==> src/rtl/mem_arb_pkg.sv <==
// Shared types and constants for the memory port arbiter.
// Optional build macro (consumed by mem_port_arbiter): MEM_ARB_ROUND_ROBIN_EN.
package mem_arb_pkg;

   localparam int ADDR_W_DEF      = 16;
   localparam int DATA_W_DEF      = 32;
   localparam int TIMEOUT_CYC_DEF = 64;

   // Read data returned to the requester when a transaction is aborted
   localparam logic [31:0] TIMEOUT_RDATA = 32'h0;

   typedef enum logic [1:0] {
      IDLE = 2'd0,
      WAIT = 2'd1,
      RESP = 2'd2
   } state_t;

   typedef enum logic {
      GNT_I = 1'b0,
      GNT_D = 1'b1
   } gnt_t;

endpackage

==> src/rtl/mem_arb_watchdog.sv <==
// Transaction watchdog: counts cycles while enabled and flags the last
// allowed cycle so the arbiter can abort a hung memory access.
module mem_arb_watchdog #(
   parameter int TIMEOUT_CYC = 64
) (
   input  logic clk,
   input  logic rst,
   input  logic clr,
   input  logic en,
   output logic expire
);

   // 16 bits covers the whole legal TIMEOUT_CYC range (2..65535)
   localparam logic [15:0] LIMIT = 16'(TIMEOUT_CYC - 1);

   logic [15:0] cnt;

   // Cycle counter: clear has priority, otherwise count while enabled
   always_ff @(posedge clk or posedge rst) begin
      if (rst)
         cnt <= '0;
      else if (clr)
         cnt <= '0;
      else if (en)
         cnt <= cnt + 16'd1;
   end

   assign expire = en && (cnt == LIMIT);

endmodule

==> src/rtl/mem_port_arbiter.sv <==
// Arbiter sharing one single-ported, variable-latency memory between the
// instruction-fetch port (I) and the load/store port (D).
// Optional build macro: MEM_ARB_ROUND_ROBIN_EN -- alternate grants on
// contention instead of fixed D-over-I priority.
module mem_port_arbiter
   import mem_arb_pkg::*;
#(
   parameter int ADDR_W      = ADDR_W_DEF,
   parameter int DATA_W      = DATA_W_DEF,
   parameter int TIMEOUT_CYC = TIMEOUT_CYC_DEF
) (
   input  logic              clk,
   input  logic              rst,
   input  logic              i_req,
   input  logic [ADDR_W-1:0] i_addr,
   output logic [DATA_W-1:0] i_rdata,
   output logic              i_ready,
   input  logic              d_req,
   input  logic              d_we,
   input  logic [ADDR_W-1:0] d_addr,
   input  logic [DATA_W-1:0] d_wdata,
   output logic [DATA_W-1:0] d_rdata,
   output logic              d_ready,
   output logic              mem_req,
   output logic              mem_we,
   output logic [ADDR_W-1:0] mem_addr,
   output logic [DATA_W-1:0] mem_wdata,
   input  logic [DATA_W-1:0] mem_rdata,
   input  logic              mem_ack,
   output logic              err
);

   state_t state;
   gnt_t   gnt;
   gnt_t   pick;
   logic   expire;

`ifdef MEM_ARB_ROUND_ROBIN_EN
   gnt_t   last_gnt;
`endif

   // Only WAIT cycles are counted; any other state rearms the watchdog
   mem_arb_watchdog #(
      .TIMEOUT_CYC (TIMEOUT_CYC)
   ) u_wdog (
      .clk    (clk),
      .rst    (rst),
      .clr    (state != WAIT),
      .en     (state == WAIT),
      .expire (expire)
   );

   // Grant selection for the current IDLE cycle; a lone requester always wins
   always_comb begin
      pick = GNT_I;
      if (i_req && d_req) begin
`ifdef MEM_ARB_ROUND_ROBIN_EN
         pick = (last_gnt == GNT_D) ? GNT_I : GNT_D;
`else
         pick = GNT_D;
`endif
      end else if (d_req) begin
         pick = GNT_D;
      end
   end

   // Arbitration FSM with registered memory-side and requester-side outputs
   always_ff @(posedge clk or posedge rst) begin
      if (rst) begin
         state     <= IDLE;
         gnt       <= GNT_I;
         mem_req   <= 1'b0;
         mem_we    <= 1'b0;
         mem_addr  <= '0;
         mem_wdata <= '0;
         i_rdata   <= '0;
         d_rdata   <= '0;
         i_ready   <= 1'b0;
         d_ready   <= 1'b0;
         err       <= 1'b0;
`ifdef MEM_ARB_ROUND_ROBIN_EN
         last_gnt  <= GNT_I;
`endif
      end else begin
         case (state)
            IDLE: begin
               if (i_req || d_req) begin
                  gnt     <= pick;
                  mem_req <= 1'b1;
                  state   <= WAIT;
`ifdef MEM_ARB_ROUND_ROBIN_EN
                  last_gnt <= pick;
`endif
                  if (pick == GNT_D) begin
                     mem_we    <= d_we;
                     mem_addr  <= d_addr;
                     mem_wdata <= d_wdata;
                  end else begin
                     // fetches never write, whatever the data side drives
                     mem_we    <= 1'b0;
                     mem_addr  <= i_addr;
                     mem_wdata <= '0;
                  end
               end
            end
            WAIT: begin
               // an ack arriving on the expiry cycle still wins
               if (mem_ack) begin
                  mem_req <= 1'b0;
                  state   <= RESP;
                  if (gnt == GNT_D) begin
                     d_rdata <= mem_rdata;
                     d_ready <= 1'b1;
                  end else begin
                     i_rdata <= mem_rdata;
                     i_ready <= 1'b1;
                  end
               end else if (expire) begin
                  mem_req <= 1'b0;
                  err     <= 1'b1;
                  state   <= RESP;
                  if (gnt == GNT_D) begin
                     d_rdata <= DATA_W'(TIMEOUT_RDATA);
                     d_ready <= 1'b1;
                  end else begin
                     i_rdata <= DATA_W'(TIMEOUT_RDATA);
                     i_ready <= 1'b1;
                  end
               end
            end
            RESP: begin
               i_ready <= 1'b0;
               d_ready <= 1'b0;
               state   <= IDLE;
            end
            default: begin
               mem_req <= 1'b0;
               i_ready <= 1'b0;
               d_ready <= 1'b0;
               state   <= IDLE;
            end
         endcase
      end
   end

endmodule

==> config.mk <==
export PLATFORM = sky130hd
export DESIGN_NAME = mem_port_arbiter
export DESIGN_NICKNAME = d
export VERILOG_FILES = /design/src/rtl/mem_arb_pkg.sv /design/src/rtl/mem_arb_watchdog.sv /design/src/rtl/mem_port_arbiter.sv
export SDC_FILE = /design/constraint.sdc
export NUM_CORES = 1
export LEC_CHECK = 0
export CORE_UTILIZATION = 37
export CTS_BUF_LIST = sky130_fd_sc_hd__clkbuf_4 sky130_fd_sc_hd__clkbuf_8
export CTS_CLUSTER_SIZE = 25
export DETAILED_ROUTE_END_ITERATION = 16
export GPL_ROUTABILITY_DRIVEN = 0
export GPL_TIMING_DRIVEN = 0
export PLACE_DENSITY = 0.67
export SLEW_MARGIN = 20
export SYNTH_ARGS = -nofsm -noshare
export SYNTH_HDL_FRONTEND = slang
export SYNTH_SLANG_ARGS = --single-unit
==> constraint.sdc <==
create_clock -name clk -period 4.89 [get_ports clk]
set_clock_uncertainty 0.15 [all_clocks]
set_input_delay 0.7335 -clock clk [delete_from_list [all_inputs] [get_ports clk]]
set_output_delay 0.7335 -clock clk [all_outputs]
set_load 0.02 [all_outputs]
==> flow_summary.json, run 1 <==
{
  "synthAdderAreaFrac_pct": 0.197,
  "antenna_found_initial": 0,
  "clk_path_buf_depth": 2,
  "synth-edff-count": 0,
  "grt_pass1_wl_um": 27700,
  "muxShareOfSynthArea_pct": 16.4,
  "crit_family": "buffers and inverters",
  "netlist_area_um2": 6350,
  "ys_warn_count": 0,
  "utilization_pct": 55.7,
  "die_w_um": 133,
  "avgRoutedWirePerCell_um": 16.7,
  "worst_ep_required_time_ps": 5060,
  "ir_drop_mv": 0.310,
  "syn2layout_area_growth_pct": 46.0,
  "synth_compound_area_share_pct": 11.9,
  "maxCapViolCount": 0,
  "min_from": "err$_DFFE_PP0P_",
  "synth_area_per_cell_um2": 11.4,
  "cts_hold_buf": 0,
  "finalPower_mw": 5.87,
  "critical_path_class": "primary input to flip-flop",
  "cts_setup_buffers": 0,
  "hold_class": "flip-flop to flip-flop",
  "grt_pass1_vias": 5350,
  "rr_worst_depth": 5,
  "worstHoldEndpoint": "err$_DFFE_PP0P_",
  "fin_crit_sh_pct": 48.3,
  "synth_cells": 555,
  "synth_xor_area_share_pct": 0.414,
  "cp_data_arrival_time_ps": 2530,
  "path_buf_inv": 2,
  "slew_headroom_pct": 61.4,
  "fin_hold_ws_ps": 334,
  "cts_num_sinks": 136,
  "synth_nets": 658,
  "cts-root-buf": "clkbuf_8",
  "finalWirelength_um": 17100,
  "synth_cell_types": 41,
  "setup_viol": 0,
  "async_reset_ff_share_pct": 100,
  "yosysSeqAreaShare_pct": 53.6,
  "slew_violations": 0,
  "synth_seq_cells": 136,
  "startpoint_type": "primary input",
  "rsz0062_at_grt": "no",
  "die-area_um2": 17700,
  "max_freq_mhz": 424,
  "num_rows": 47,
  "grt-ovfl-total": 0,
  "fin_area_um2": 9270,
  "synth-simple-area-share_pct": 14.5,
  "floorplan.initialDensity_pct": 38.1,
  "reg2reg_setup_slack_ps": 2550,
  "ant_nets": 0,
  "num_io_pins": 219,
  "crit_path_end_kind": "flip-flop",
  "cts_tree": "built",
  "ys.flop_type": "dfrtp_1",
  "power.density_nw_per_um2": 633,
  "worst_slew_pin_slew_ps": 579,
  "grt_use_total_pct": 20.0,
  "num_vias": 5103,
  "crit_chain": "clkdlybuf4s50_1, o21ai_1, clkbuf_1, mux2_2",
  "finish.net_count": 894,
  "drtIter0Drc": 126,
  "hold_depth": 1,
  "status": "completed",
  "cts_buffers": 17,
  "core_um2": 16600,
  "antenna_cells": 0,
  "slowest_delay_ps": 520,
  "slowest_stage": "clkbuf_1",
  "via_per_inst": 4.98,
  "leakage_nw": 3.72,
  "drc": 0,
  "synth_top_family_by_area": "multiplexers",
  "dp_hpwl_um": 12600,
  "insertion_delay_ps": 430,
  "fillers": 1449,
  "die_y_um": 133,
  "htree_levels": 4,
  "fin_crit_ps": 2360,
  "grt_max_degree": 90,
  "clkTransAtPathRegs_ps": 70,
  "hold_violations": 0,
  "firstDrtPassIters": 4,
  "io_buffers": 216,
  "reg2reg_to": "d_rdata[1]$_DFFE_PP0P_",
  "crit_fanout": 10,
  "cts_resized": 0,
  "placed_cell_area_um2": 8820,
  "r2r_start": "u_wdog.cnt[0]$_DFF_PP0_",
  "drive_gt1_share_pct": 10.1
}
cell usage after synthesis, drive strengths merged, types with 4 or more instances:
cell type  count  share of area [%]
nand3          6               0.47
a21oi          5               0.39
nand2b        70                6.9
dfrtp        136                 54
nand4          5               0.49
mux2          32                5.7
o21ai         67                5.3
nor2           7               0.41
nand2         11               0.65
mux2i         68                 11
or4            4               0.47
nor4           6               0.83
and2          34                3.4
a22o          33                4.6
clkbuf        30                1.9
buf            9               0.77
inv            5               0.30
routing by layer:
layer  track usage [%]  share of wire, %
met4              5.87               1.3
met3              5.86               6.3
met5                 0                 0
met1              25.5                45
met2              32.9                48
worst max-delay path by stage:
stage                             from                        to  slack [ps]  depth (start not counted)
2_1_floorplan                      rst    d_rdata[0]$_DFFE_PP0P_         370                          1
3_3_place_gp                       rst   d_rdata[10]$_DFFE_PP0P_       -1520                          2
3_5_place_dp                     i_req   mem_addr[6]$_DFFE_PP0P_        2070                          4
4_1_cts        d_rdata[20]$_DFFE_PP0P_               d_rdata[20]        2500                          1
5_1_grt        u_wdog.cnt[0]$_DFF_PP0_    d_rdata[3]$_DFFE_PP0P_        2330                          5
6_report                         i_req  mem_addr[11]$_DFFE_PP0P_        2530                          4
sequential cells by signal (all words and copies together), names as in the netlist:
register / cells
d_rdata: 32
d_ready: 1
err: 1
gnt: 1
i_rdata: 32
i_ready: 1
mem_addr: 16
mem_req: 1
mem_wdata: 32
mem_we: 1
state: 2
u_wdog.cnt: 16
power by group:
part / total (mW) / internal [mW] / leakage, nW / switching, mW
Clock: 1.04 / 0.595 / 0.225 / 0.441
Sequential: 1.99 / 1.62 / 1.54 / 0.374
Combinational: 2.84 / 1.42 / 1.96 / 1.42
worst register-to-register path, stage by stage, from the launching register on:
cell and delay (ps):
dfrtp_1 440, ha_1 250, nand4_1 360, nor4_4 570
clkbuf_2 310, o21ai_0 140
cell usage in the layout (no fill, tap or decap), types with 2 or more instances in the layout:
master / instances
clkdlybuf4s50_1: 216
dfrtp_1: 136
nand2b_1: 70
mux2i_1: 68
o21ai_0: 59
and2_1: 34
a22o_1: 33
mux2_2: 32
clkbuf_1: 25
clkbuf_8: 20
nand2_1: 11
o21ai_1: 8
nor2_1: 7
buf_2: 6
nand3_1: 6
nand4_1: 5
clkbuf_2: 5
nor4_1: 5
a21oi_1: 5
or4_1: 4
inv_1: 4
bufinv_16: 4
clkinv_2: 4
o31ai_1: 3
or3_1: 3
buf_4: 2
xor2_1: 2
a21o_1: 2
a31oi_1: 2
o2bb2ai_1: 2
clkinv_4: 2
clkinvlp_4: 2
final cells by class:
type | instances | area [µm²] | area share [%]
buffer | 39 | 168 | 1.81
clock buffer | 20 | 275 | 2.97
clock inverter | 12 | 173 | 1.86
inverter | 5 | 26.3 | 0.284
multi-input combinational | 375 | 2760 | 29.8
sequential | 136 | 3400 | 36.7
tap | 220 | 275 | 2.97
timing repair buffer | 217 | 2190 | 23.6
per-stage QoR:
step,TNS [ps],setup WS (ps),cells
after CTS,0,2500,1024
after detailed placement,0,2070,992
after global placement,-205320,-1520,991
after floorplan,0,367,555
final,0,2530,1024
after global routing,0,2330,1024
cell families (layout without fill, tap and decap cells):
| logic type | count (synthesis) | count (layout) |
|---|---|---|
| AND/OR/NAND/NOR | 152 | 152 |
| flip-flops | 136 | 136 |
| AO/OA/AOI/OAI | 119 | 119 |
| multiplexers | 100 | 100 |
| buffers and inverters | 44 | 293 |
| XOR/XNOR | 3 | 3 |
| adder cells (fa/ha/maj) | 1 | 1 |
Note: power is estimated with default switching activity, not from simulation.
==> run 2: changes to the inputs <==
Clock period 4.89 ns to 2.4 ns, I/O delays scaled along.
==> flow_summary.json, run 2 (same netlist as run 1, synthesis figures left out) <==
{
  "status": "completed",
  "antenna_found_initial": 0,
  "grt_pass1_wl_um": 27700,
  "critical_path_class": "flip-flop to flip-flop",
  "firstDrtPassIters": 4,
  "cts_hold_buf": 0,
  "drtIter0Drc": 192,
  "grt-ovfl-total": 0,
  "slowest_stage": "or4_1",
  "hold_class": "primary input to async pin",
  "cts_num_sinks": 136,
  "grt_pass1_vias": 5287,
  "utilization_pct": 55.7,
  "cp_data_arrival_time_ps": 2290,
  "reg2reg_to": "d_rdata[12]$_DFFE_PP0P_",
  "rr_worst_depth": 5,
  "fin_crit_ps": 2130,
  "finalWirelength_um": 17200,
  "slowest_delay_ps": 590,
  "num_vias": 5112,
  "drive_gt1_share_pct": 10.5,
  "clkTransAtPathRegs_ps": 80,
  "r2r_start": "u_wdog.cnt[6]$_DFF_PP0_",
  "cts_tree": "built",
  "maxCapViolCount": 0,
  "power.density_nw_per_um2": 1270,
  "ir_drop_mv": 0.555,
  "reg2reg_setup_slack_ps": 270,
  "drc": 0,
  "rsz0062_at_grt": "no",
  "grt_use_total_pct": 20.0,
  "slew_violations": 0,
  "cts_resized": 0,
  "setup_viol": 0,
  "fin_crit_sh_pct": 88.6,
  "slew_headroom_pct": 58.3,
  "syn2layout_area_growth_pct": 46.1,
  "clk_path_buf_depth": 2,
  "leakage_nw": 3.71,
  "cts_setup_buffers": 0,
  "cts-root-buf": "clkbuf_8",
  "antenna_cells": 0,
  "insertion_delay_ps": 440,
  "dp_slack_ps": -28.7,
  "max_freq_mhz": 470,
  "core_um2": 16600,
  "cts_buffers": 17,
  "floorplan.initialDensity_pct": 38.1,
  "final_cell_mix": "clkdlybuf4s50_1, dfrtp_1, nand2b_1",
  "num_rows": 47,
  "startpoint_type": "flip-flop",
  "die_y_um": 133,
  "num_io_pins": 219,
  "hold_violations": 0,
  "grt_max_degree": 32,
  "fin_tns_setup_ps": 0,
  "via_per_inst": 4.97,
  "io_buffers": 216,
  "worst_ep_required_time_ps": 2560,
  "worst_slew_pin_slew_ps": 624,
  "crit_chain": "or4_1, nor4_4, buf_4, clkbuf_2, o21ai_0",
  "crit_path_end_kind": "flip-flop",
  "crit_fanout": 10,
  "htree_levels": 4,
  "layout_setup_ws_ps": 274,
  "finish.net_count": 898,
  "ant_nets": 0,
  "largest_registers": "d_rdata x32, i_rdata x32, mem_wdata x32",
  "dp_hpwl_um": 12900,
  "final_common_cell": "clkdlybuf4s50_1",
  "die-area_um2": 17700,
  "avgRoutedWirePerCell_um": 16.8,
  "die_w_um": 133
}
## run 2: cell count changes in the layout (fill, tap and decap cells not counted)
cell	delta
clkbuf_8	-1
clkinvlp_4	+4
clkinv_4	-1
bufinv_16	-2
inv_8	-1
clkbuf_4	+1
buf_16	-1
buf_4	+1
buf_12	+4
## run 2: how the worst max path moves through the flow
stage | from | to | slack (ps) | cells past startpoint
6_report | u_wdog.cnt[6]$_DFF_PP0_ | d_rdata[12]$_DFFE_PP0P_ | 270 | 5
5_1_grt | u_wdog.cnt[0]$_DFF_PP0_ | d_rdata[21]$_DFFE_PP0P_ | 90 | 6
4_1_cts | u_wdog.cnt[0]$_DFF_PP0_ | d_rdata[12]$_DFFE_PP0P_ | 6 | 5
3_5_place_dp | i_req | mem_addr[6]$_DFFE_PP0P_ | -30 | 4
3_3_place_gp | rst | d_rdata[2]$_DFFE_PP0P_ | -1040 | 2
2_1_floorplan | rst | d_rdata[0]$_DFFE_PP0P_ | 200 | 1
## run 2: worst max-delay path: cells and delay by family (launching register included)
| family | cells | cell delay, ps |
|---|---|---|
| simple gates | 2 | 850 |
| buf+inv | 2 | 420 |
| flops | 1 | 440 |
| compound gates | 1 | 140 |
## run 2: per-stage QoR
stage | instance area [µm²] | hold WS (ps) | total power [mW] | cells
2_1_floorplan | 6350 | 337 | 7.11 | 555
3_3_place_gp | 8790 | 298 | 9.76 | 991
3_5_place_dp | 8870 | 318 | 9.92 | 995
4_1_cts | 9260 | 183 | 11.9 | 1027
5_1_grt | 9270 | 213 | 12.4 | 1028
6_report | 9270 | 192 | 11.7 | 1028
## run 2: final cells by class
class                           instances  area [µm²]
Clock buffer                           20         269
Inverter                                5        22.5
Buffer                                 39         168
Fill cell                            1438        7370
Sequential cell                       136        3400
Timing Repair Buffer                  221        2250
Tap cell                              220         275
Multi-Input combinational cell        375        2760
Clock inverter                         12         126
## run 2: routing by layer
metal | vias to the layer above | track usage [%] | part of all wire [%]
met5 | - | 0 | 0
met4 | 0 | 5.56 | 1.3
met3 | 20 | 6.78 | 7.3
met2 | 185 | 33.1 | 48
met1 | 2461 | 24.9 | 43
li1 | 2446 | - | -
## run 2: where the power goes
| part | switching [mW] | internal [mW] |
|---|---|---|
| Combinational | 2.89 | 2.91 |
| Clock | 0.894 | 0.982 |
| Sequential | 0.763 | 3.30 |
| Total | 4.55 | 7.18 |
